===== config.mk =====
export PLATFORM = sky130hd
export DESIGN_NAME = acc_cpu_control_unit
export DESIGN_NICKNAME = d
export VERILOG_FILES = /design/src/rtl/acc_cpu_pkg.sv /design/src/rtl/acc_cpu_ctrl_decode.sv /design/src/rtl/acc_cpu_control_unit.sv
export SDC_FILE = /design/constraint.sdc
export NUM_CORES = 1
export LEC_CHECK = 0
export CORE_ASPECT_RATIO = 0.5
export CORE_MARGIN = 3
export CORE_UTILIZATION = 55
export CTS_BUF_LIST = sky130_fd_sc_hd__clkbuf_8
export DETAILED_ROUTE_END_ITERATION = 10
export DONT_BUFFER_PORTS = 1
export PLACE_DENSITY = 0.73
export SYNTH_ARGS = -nofsm -noshare
export SYNTH_HDL_FRONTEND = slang
export SYNTH_SLANG_ARGS = --single-unit

===== constraint.sdc =====
create_clock -name clock -period 2.2 [get_ports clock]
set_input_delay 0.22 -clock clock [delete_from_list [all_inputs] [get_ports clock]]
set_output_delay 0.22 -clock clock [all_outputs]
set_load 0.02 [all_outputs]

===== src/rtl/acc_cpu_pkg.sv =====
// acc_cpu_pkg
//   Shared definitions for the accumulator CPU control unit: opcodes,
//   SKIPCOND condition codes, ALU mode encodings and the sequencer state
//   enumeration. Imported by acc_cpu_ctrl_decode and acc_cpu_control_unit.
package acc_cpu_pkg;

  // Opcodes live in IR[31:28]; 0x8-0xE are undefined.
  localparam logic [3:0] OP_NOP      = 4'h0;
  localparam logic [3:0] OP_LOAD     = 4'h1;
  localparam logic [3:0] OP_STORE    = 4'h2;
  localparam logic [3:0] OP_ADD      = 4'h3;
  localparam logic [3:0] OP_SUB      = 4'h4;
  localparam logic [3:0] OP_SKIPCOND = 4'h5;
  localparam logic [3:0] OP_JUMP     = 4'h6;
  localparam logic [3:0] OP_CLEAR    = 4'h7;
  localparam logic [3:0] OP_HALT     = 4'hF;

  // SKIPCOND condition field (IR[27:26]); AC is compared as signed.
  localparam logic [1:0] SKIP_LT    = 2'b00;
  localparam logic [1:0] SKIP_EQ    = 2'b01;
  localparam logic [1:0] SKIP_GT    = 2'b10;
  localparam logic [1:0] SKIP_NEVER = 2'b11;

  // ALU mode encodings.
  localparam logic [3:0] ALU_NONE = 4'b0000;
  localparam logic [3:0] ALU_ADD  = 4'b0010;
  localparam logic [3:0] ALU_SUB  = 4'b0011;

  typedef enum logic [3:0] {
    IDLE,
    F0,
    F1,
    F2,
    DECODE,
    E0,
    E1,
    E2,
    E3,
    HALTED
  } state_t;

  // True when the opcode names a defined instruction.
  function automatic logic op_is_legal(input logic [3:0] op);
    return (op <= OP_CLEAR) || (op == OP_HALT);
  endfunction

endpackage


===== src/rtl/acc_cpu_ctrl_decode.sv =====
// acc_cpu_ctrl_decode
//   Combinational control decode for the accumulator CPU sequencer.
//   Ports:
//     state       in   current sequencer state
//     opcode      in   IR[31:28]
//     start       in   start request (only honoured in IDLE / HALTED)
//     state_next  out  next sequencer state
//     mem_cs/we/oe out RAM strobes
//     alu_sel     out  ALU mode
//     instr_done  out  last cycle of a retired instruction
//     illegal_hit out  undefined opcode reached E0 this cycle
module acc_cpu_ctrl_decode
  import acc_cpu_pkg::*;
(
  input  state_t     state,
  input  logic [3:0] opcode,
  input  logic       start,
  output state_t     state_next,
  output logic       mem_cs,
  output logic       mem_we,
  output logic       mem_oe,
  output logic [3:0] alu_sel,
  output logic       instr_done,
  output logic       illegal_hit
);

  always_comb begin
    state_next  = state;
    mem_cs      = 1'b0;
    mem_we      = 1'b0;
    mem_oe      = 1'b0;
    alu_sel     = ALU_NONE;
    instr_done  = 1'b0;
    illegal_hit = 1'b0;

    case (state)
      IDLE, HALTED: begin
        if (start) state_next = F0;
      end
      F0:     state_next = F1;
      F1: begin
        mem_cs     = 1'b1;
        mem_oe     = 1'b1;
        state_next = F2;
      end
      F2:     state_next = DECODE;
      DECODE: state_next = E0;
      E0: begin
        if (!op_is_legal(opcode)) begin
          // Undefined opcode: stop without retiring the instruction.
          illegal_hit = 1'b1;
          state_next  = HALTED;
        end else begin
          case (opcode)
            OP_LOAD, OP_STORE, OP_ADD, OP_SUB: state_next = E1;
            OP_HALT: begin
              instr_done = 1'b1;
              state_next = HALTED;
            end
            default: begin
              // NOP, SKIPCOND, JUMP, CLEAR finish in E0.
              instr_done = 1'b1;
              state_next = F0;
            end
          endcase
        end
      end
      E1: begin
        mem_cs = 1'b1;
        if (opcode == OP_STORE) begin
          mem_we     = 1'b1;
          instr_done = 1'b1;
          state_next = F0;
        end else begin
          mem_oe     = 1'b1;
          state_next = E2;
        end
      end
      E2:     state_next = E3;
      E3: begin
        instr_done = 1'b1;
        state_next = F0;
        if (opcode == OP_ADD)      alu_sel = ALU_ADD;
        else if (opcode == OP_SUB) alu_sel = ALU_SUB;
      end
      default: state_next = IDLE;
    endcase
  end

endmodule


===== src/rtl/acc_cpu_control_unit.sv =====
// acc_cpu_control_unit
//   Multicycle fetch/decode/execute sequencer for the 32-bit accumulator
//   CPU. Holds PC, IR, MAR, MBR and AC; drives a single-port synchronous
//   RAM (one-cycle read latency) and a combinational ALU.
//   Ports:
//     clock, reset_n        clock (rising edge), async active-low reset
//     start                 begin execution at RESET_PC (IDLE/HALTED only)
//     mem_cs/we/oe          RAM strobes, decoded from state
//     mem_addr / mem_wdata  MAR / MBR
//     mem_rdata             RAM read data, one cycle after cs&oe
//     alu_left / alu_right  AC / MBR
//     alu_sel / alu_out     ALU mode and result
//     running, halted       status
//     illegal_op            sticky undefined-opcode flag
//     instr_done            pulse on the last cycle of a retired instruction
//     pc_out, ac_out        debug views of PC and AC
module acc_cpu_control_unit
  import acc_cpu_pkg::*;
#(
  parameter int                    ADDR_WIDTH = 28,
  parameter int                    DATA_WIDTH = 32,
  parameter logic [ADDR_WIDTH-1:0] RESET_PC   = 'h100
) (
  input  logic                  clock,
  input  logic                  reset_n,
  input  logic                  start,
  output logic                  mem_cs,
  output logic                  mem_we,
  output logic                  mem_oe,
  output logic [ADDR_WIDTH-1:0] mem_addr,
  output logic [DATA_WIDTH-1:0] mem_wdata,
  input  logic [DATA_WIDTH-1:0] mem_rdata,
  output logic [DATA_WIDTH-1:0] alu_left,
  output logic [DATA_WIDTH-1:0] alu_right,
  output logic [3:0]            alu_sel,
  input  logic [DATA_WIDTH-1:0] alu_out,
  output logic                  running,
  output logic                  halted,
  output logic                  illegal_op,
  output logic                  instr_done,
  output logic [ADDR_WIDTH-1:0] pc_out,
  output logic [DATA_WIDTH-1:0] ac_out
);

  state_t                  state_reg;
  state_t                  state_next;
  logic [ADDR_WIDTH-1:0]   pc_reg;
  logic [DATA_WIDTH-1:0]   ir_reg;
  logic [ADDR_WIDTH-1:0]   mar_reg;
  logic [DATA_WIDTH-1:0]   mbr_reg;
  logic [DATA_WIDTH-1:0]   ac_reg;
  logic                    illegal_reg;
  logic                    illegal_hit;

  logic [3:0]              opcode;
  logic [ADDR_WIDTH-1:0]   operand;
  logic [1:0]              skip_code;
  logic                    skip_taken;
  logic [ADDR_WIDTH-1:0]   pc_inc;

  assign opcode    = ir_reg[DATA_WIDTH-1 -: 4];
  assign operand   = ir_reg[ADDR_WIDTH-1:0];
  assign skip_code = ir_reg[ADDR_WIDTH-1 -: 2];
  assign pc_inc    = pc_reg + ADDR_WIDTH'(1);  // wraps mod 2^ADDR_WIDTH

  // Signed test of AC: sign bit gives negative, zero check gives equal.
  always_comb begin
    skip_taken = 1'b0;
    case (skip_code)
      SKIP_LT: skip_taken = ac_reg[DATA_WIDTH-1];
      SKIP_EQ: skip_taken = (ac_reg == '0);
      SKIP_GT: skip_taken = !ac_reg[DATA_WIDTH-1] && (ac_reg != '0);
      default: skip_taken = 1'b0;
    endcase
  end

  acc_cpu_ctrl_decode u_decode (
    .state       (state_reg),
    .opcode      (opcode),
    .start       (start),
    .state_next  (state_next),
    .mem_cs      (mem_cs),
    .mem_we      (mem_we),
    .mem_oe      (mem_oe),
    .alu_sel     (alu_sel),
    .instr_done  (instr_done),
    .illegal_hit (illegal_hit)
  );

  always_ff @(posedge clock or negedge reset_n) begin
    if (!reset_n) begin
      state_reg   <= IDLE;
      pc_reg      <= RESET_PC;
      ir_reg      <= '0;
      mar_reg     <= '0;
      mbr_reg     <= '0;
      ac_reg      <= '0;
      illegal_reg <= 1'b0;
    end else begin
      state_reg <= state_next;
      if (illegal_hit) illegal_reg <= 1'b1;
      case (state_reg)
        IDLE, HALTED: begin
          if (start) begin
            pc_reg      <= RESET_PC;
            ac_reg      <= '0;
            illegal_reg <= 1'b0;
          end
        end
        F0: mar_reg <= pc_reg;
        F2: begin
          ir_reg <= mem_rdata;
          pc_reg <= pc_inc;
        end
        E0: begin
          case (opcode)
            OP_LOAD, OP_ADD, OP_SUB: mar_reg <= operand;
            OP_STORE: begin
              mar_reg <= operand;
              mbr_reg <= ac_reg;
            end
            OP_SKIPCOND: if (skip_taken) pc_reg <= pc_inc;
            OP_JUMP:     pc_reg <= operand;
            OP_CLEAR:    ac_reg <= '0;
            default:     ;
          endcase
        end
        // Only the read-type instructions reach E2/E3.
        E2: mbr_reg <= mem_rdata;
        E3: ac_reg  <= (opcode == OP_LOAD) ? mbr_reg : alu_out;
        default: ;
      endcase
    end
  end

  assign mem_addr   = mar_reg;
  assign mem_wdata  = mbr_reg;
  assign alu_left   = ac_reg;
  assign alu_right  = mbr_reg;
  assign running    = (state_reg != IDLE) && (state_reg != HALTED);
  assign halted     = (state_reg == HALTED);
  assign illegal_op = illegal_reg;
  assign pc_out     = pc_reg;
  assign ac_out     = ac_reg;

endmodule


==> reports/metrics.yaml <==
setup_path:
  r2r-start: "ac_out[5]"
  critPathRequiredTime_ns: 2.53
  crit_arrival_ns: 2.52
  cpMaxStageDelayCell: "dfrtp_1"
  worstSetupStartpointType: "flop"
  worst_setup_path_end_kind: "flop"
  critPathLaunch: "ac_out[5]"
  crit_top_cell: "buf_4"
  critPathMaxFanout: 6
  worstSetupPathType: "flop to flop"
  crit_path_cell_trace: "nor4_2 > nand4_1 > nor2_1 > buf_4 > mux2i_4 > buf_4 > or2_4 > o32a_1"
  max_stage_delay_ns: 0.41
clock_tree:
  cts_buffer_depth: 2
  cts_tree: "done"
  cts_sinks: 157
  insertion_delay_ns: 0.45
  clock-root-buffer: "clkbuf_8"
  h-tree-depth: 4
  clkTransAtPathRegs_ns: 0.10
  cts_buffers: 17
  cts_hold_buf: 49
outcome:
  failed_checks: "hold timing"
  status: "finished with violations"
place:
  io_buffers: 0
  gp_congestion: 0.883
  hpwl_um: 18000
  placed_cells: 1119
timing:
  worstMarginPinSlew_ns: 0.600
  drv_slew: 0
  final.min_clock_period_ns: 2.19
  hold_viol_final: 157
  finalHoldWorstSlack_ns: -0.538
  rsz0062_at_grt: "yes"
  relSlewSlack_pct: 60.0
  setup_viol: 0
  totalNegativeSetupSlack_ns: 0
  post-route-period-util_pct: 99.4
  clock.fmax_mhz: 457
  fin_skew_ns: 0.0241
power:
  finalPower_w: 0.0159
  share_comb_of_total_power_pct: 45.8
  pwr-share-seq_pct: 39.0
  total_leakage_power_nw: 4.64
  max-vdd-ir-drop_mv: 0.721
  power.share.switching_pct: 50.0
  clockPowerShare_pct: 15.2
  p_per_area_mw_per_mm2: 1580
  internal_power_w: 0.00796
  power.net_switching_w: 0.00797
logic_synthesis:
  ys_ff_latch: 157
  synth_cells: 945
  seq_area_frac_synth_pct: 46.1
  yosysTopAreaCellShare_pct: 45.8
  ys.flop_type: "dfrtp_1"
  synth.top_cells.by_count: "nand2_1 (209), dfrtp_1 (156), o21ai_0 (129)"
  async_flop_share_pct: 100
  synth_edf_count: 0
  yosys_warnings: 0
  avgSynthCellArea_sq_um: 9.01
  synth.area.top_cells: "dfrtp_1 (46%), mux2i_1 (11%), nand2_1 (9.2%)"
  yosysMostFrequentCell: "nand2_1"
  yosysUniqueCellTypes: 67
  syn_area_sq_mm: 0.00852
  yosys.area.top_type: "dfrtp_1"
layout:
  nets: 1066
  final_util_pct: 68.1
  post_route_cells_drive_above_1_share_pct: 18.9
  antenna_cells: 0
  final_cells: 1209
  syn2layout_area_growth_pct: 18.4
drt:
  vias_per_cell: 6.12
  first_pass_iters: 5
  vias: 7399
  ant_nets: 0
  drtIter0Drc: 834
  drt_wl_total_um: 26400
  post_drt_wl_per_cell_um: 21.8
  drc: 0
floorplanning:
  dieArea_sq_mm: 0.0171
  initial_core_util_pct: 57.5
  die_w_um: 182
  core_sq_mm: 0.0148
  die_h_um: 94.0
  ioPinCount: 262
  row_count: 31
global_route:
  grt_pass1_vias: 7114
  grt_max_degree: 158
  grt_pass1_wl_um: 41400
  antenna_found_initial: 0
  grt-ovfl-total: 0
  grt_use_total_pct: 30.7
job:
  maxCapViolations: 0
worst_hold_path:
  hp-class: "input pin to asynchronous set/reset pin"
routing by layer:
layer	track usage [%]	routed length, um	up-vias
met5	0	0	-
met4	5.38	244	0
met3	8.62	2660	28
met2	45.9	11700	380
met1	45.3	11800	3658
li1	-	-	3333
cell type report:
class / instances / area [sq um]
timing repair buffer: 160 / 1420
tap: 198 / 248
clock buffer: 17 / 234
fill: 1159 / 4730
multi-input combinational: 658 / 4030
clock inverter: 15 / 198
inverter: 4 / 15.0
sequential: 157 / 3940
worst max-delay path, delay by kind of cell, from the launching register on:
| kind | cells | cell delay (ns) |
|---|---|---|
| and+or+nand+nor | 4 | 0.88 |
| DFF | 1 | 0.41 |
| buffers and inverters | 2 | 0.32 |
| muxes | 1 | 0.10 |
| AOI/OAI and AO/OA | 1 | 0.35 |
power by group through the flow:
stage	Combinational (W)	Sequential [W]	Clock, W
final	0.00730	0.00621	0.00242
after CTS	0.00683	0.00613	0.00244
after detailed placement	0.00664	0.00619	0
after global routing	0.00792	0.00634	0.00257
after global placement	0.00650	0.00612	0
after floorplan	0.00496	0.00601	0
cells by family after synthesis:
family	synth area share (%)
flip-flops	46.1
AND/OR/NAND/NOR	17.6
other	0.0440
AO/OA/AOI/OAI	14.9
XOR/XNOR	0.617
adder cells (fa/ha/maj)	0.147
multiplexers	11.6
buffers and inverters	8.95
path summary, 6_finish.rpt:
check                           endpoint  slack [ns]  depth (start not counted)
setup / recovery              pc_out[16]        0.01                          8
hold / removal              mem_addr[18]       -0.54                          0
setup reg to reg              pc_out[16]        0.01                          8
hold reg to reg                ir_reg[3]        0.52                          2
max in group asynchronous      pc_out[8]        2.51                          0
min in group clock         alu_right[29]        0.01                          2
per-stage QoR:
stage	worst slack, ns	area (sq um)	hold WS, ns
after detailed placement	-0.232	8910	-0.0720
after global routing	-0.0546	10100	-0.578
final	0.0137	10100	-0.538
after CTS	-0.00790	9890	-0.559
after floorplan	0.0309	8530	-0.0756
after global placement	-0.0954	8910	-0.0713
placed cells by master (no fill, tap or decap), types with 5 or more instances in the layout:
| master | synthesis | final |
|---|---|---|
| buf_4 | 66 | 99 |
| a22oi_1 | 8 | 8 |
| nor4_2 | 1 | 7 |
| nand3_1 | 12 | 12 |
| clkbuf_8 | 0 | 17 |
| dfrtp_1 | 156 | 152 |
| nand2_1 | 209 | 209 |
| nor3_2 | 0 | 6 |
| o21ai_0 | 129 | 117 |
| dlygate4sd3_1 | 0 | 49 |
| o31ai_1 | 20 | 19 |
| mux2_2 | 6 | 6 |
| a21oi_1 | 27 | 26 |
| nor3_1 | 14 | 8 |
| nor2_1 | 40 | 39 |
| and3_1 | 5 | 5 |
| mux2i_1 | 91 | 91 |
| a31oi_1 | 8 | 8 |
| buf_12 | 0 | 6 |
| buf_6 | 1 | 6 |
| nand2b_1 | 7 | 7 |
| o21ai_1 | 2 | 10 |
| inv_6 | 0 | 5 |
repair_timing:
item / in CTS / in global routing
endpoints found under the hold margin: 232 / 157
buffers inserted: 1 / 7
endpoints found under the setup margin: 22 / 31
gates cloned: 0 / 1
gates resized for setup: 11 / 42
pin swaps: 1 / 6
No activity file was read; power rests on OpenSTA's default activity.
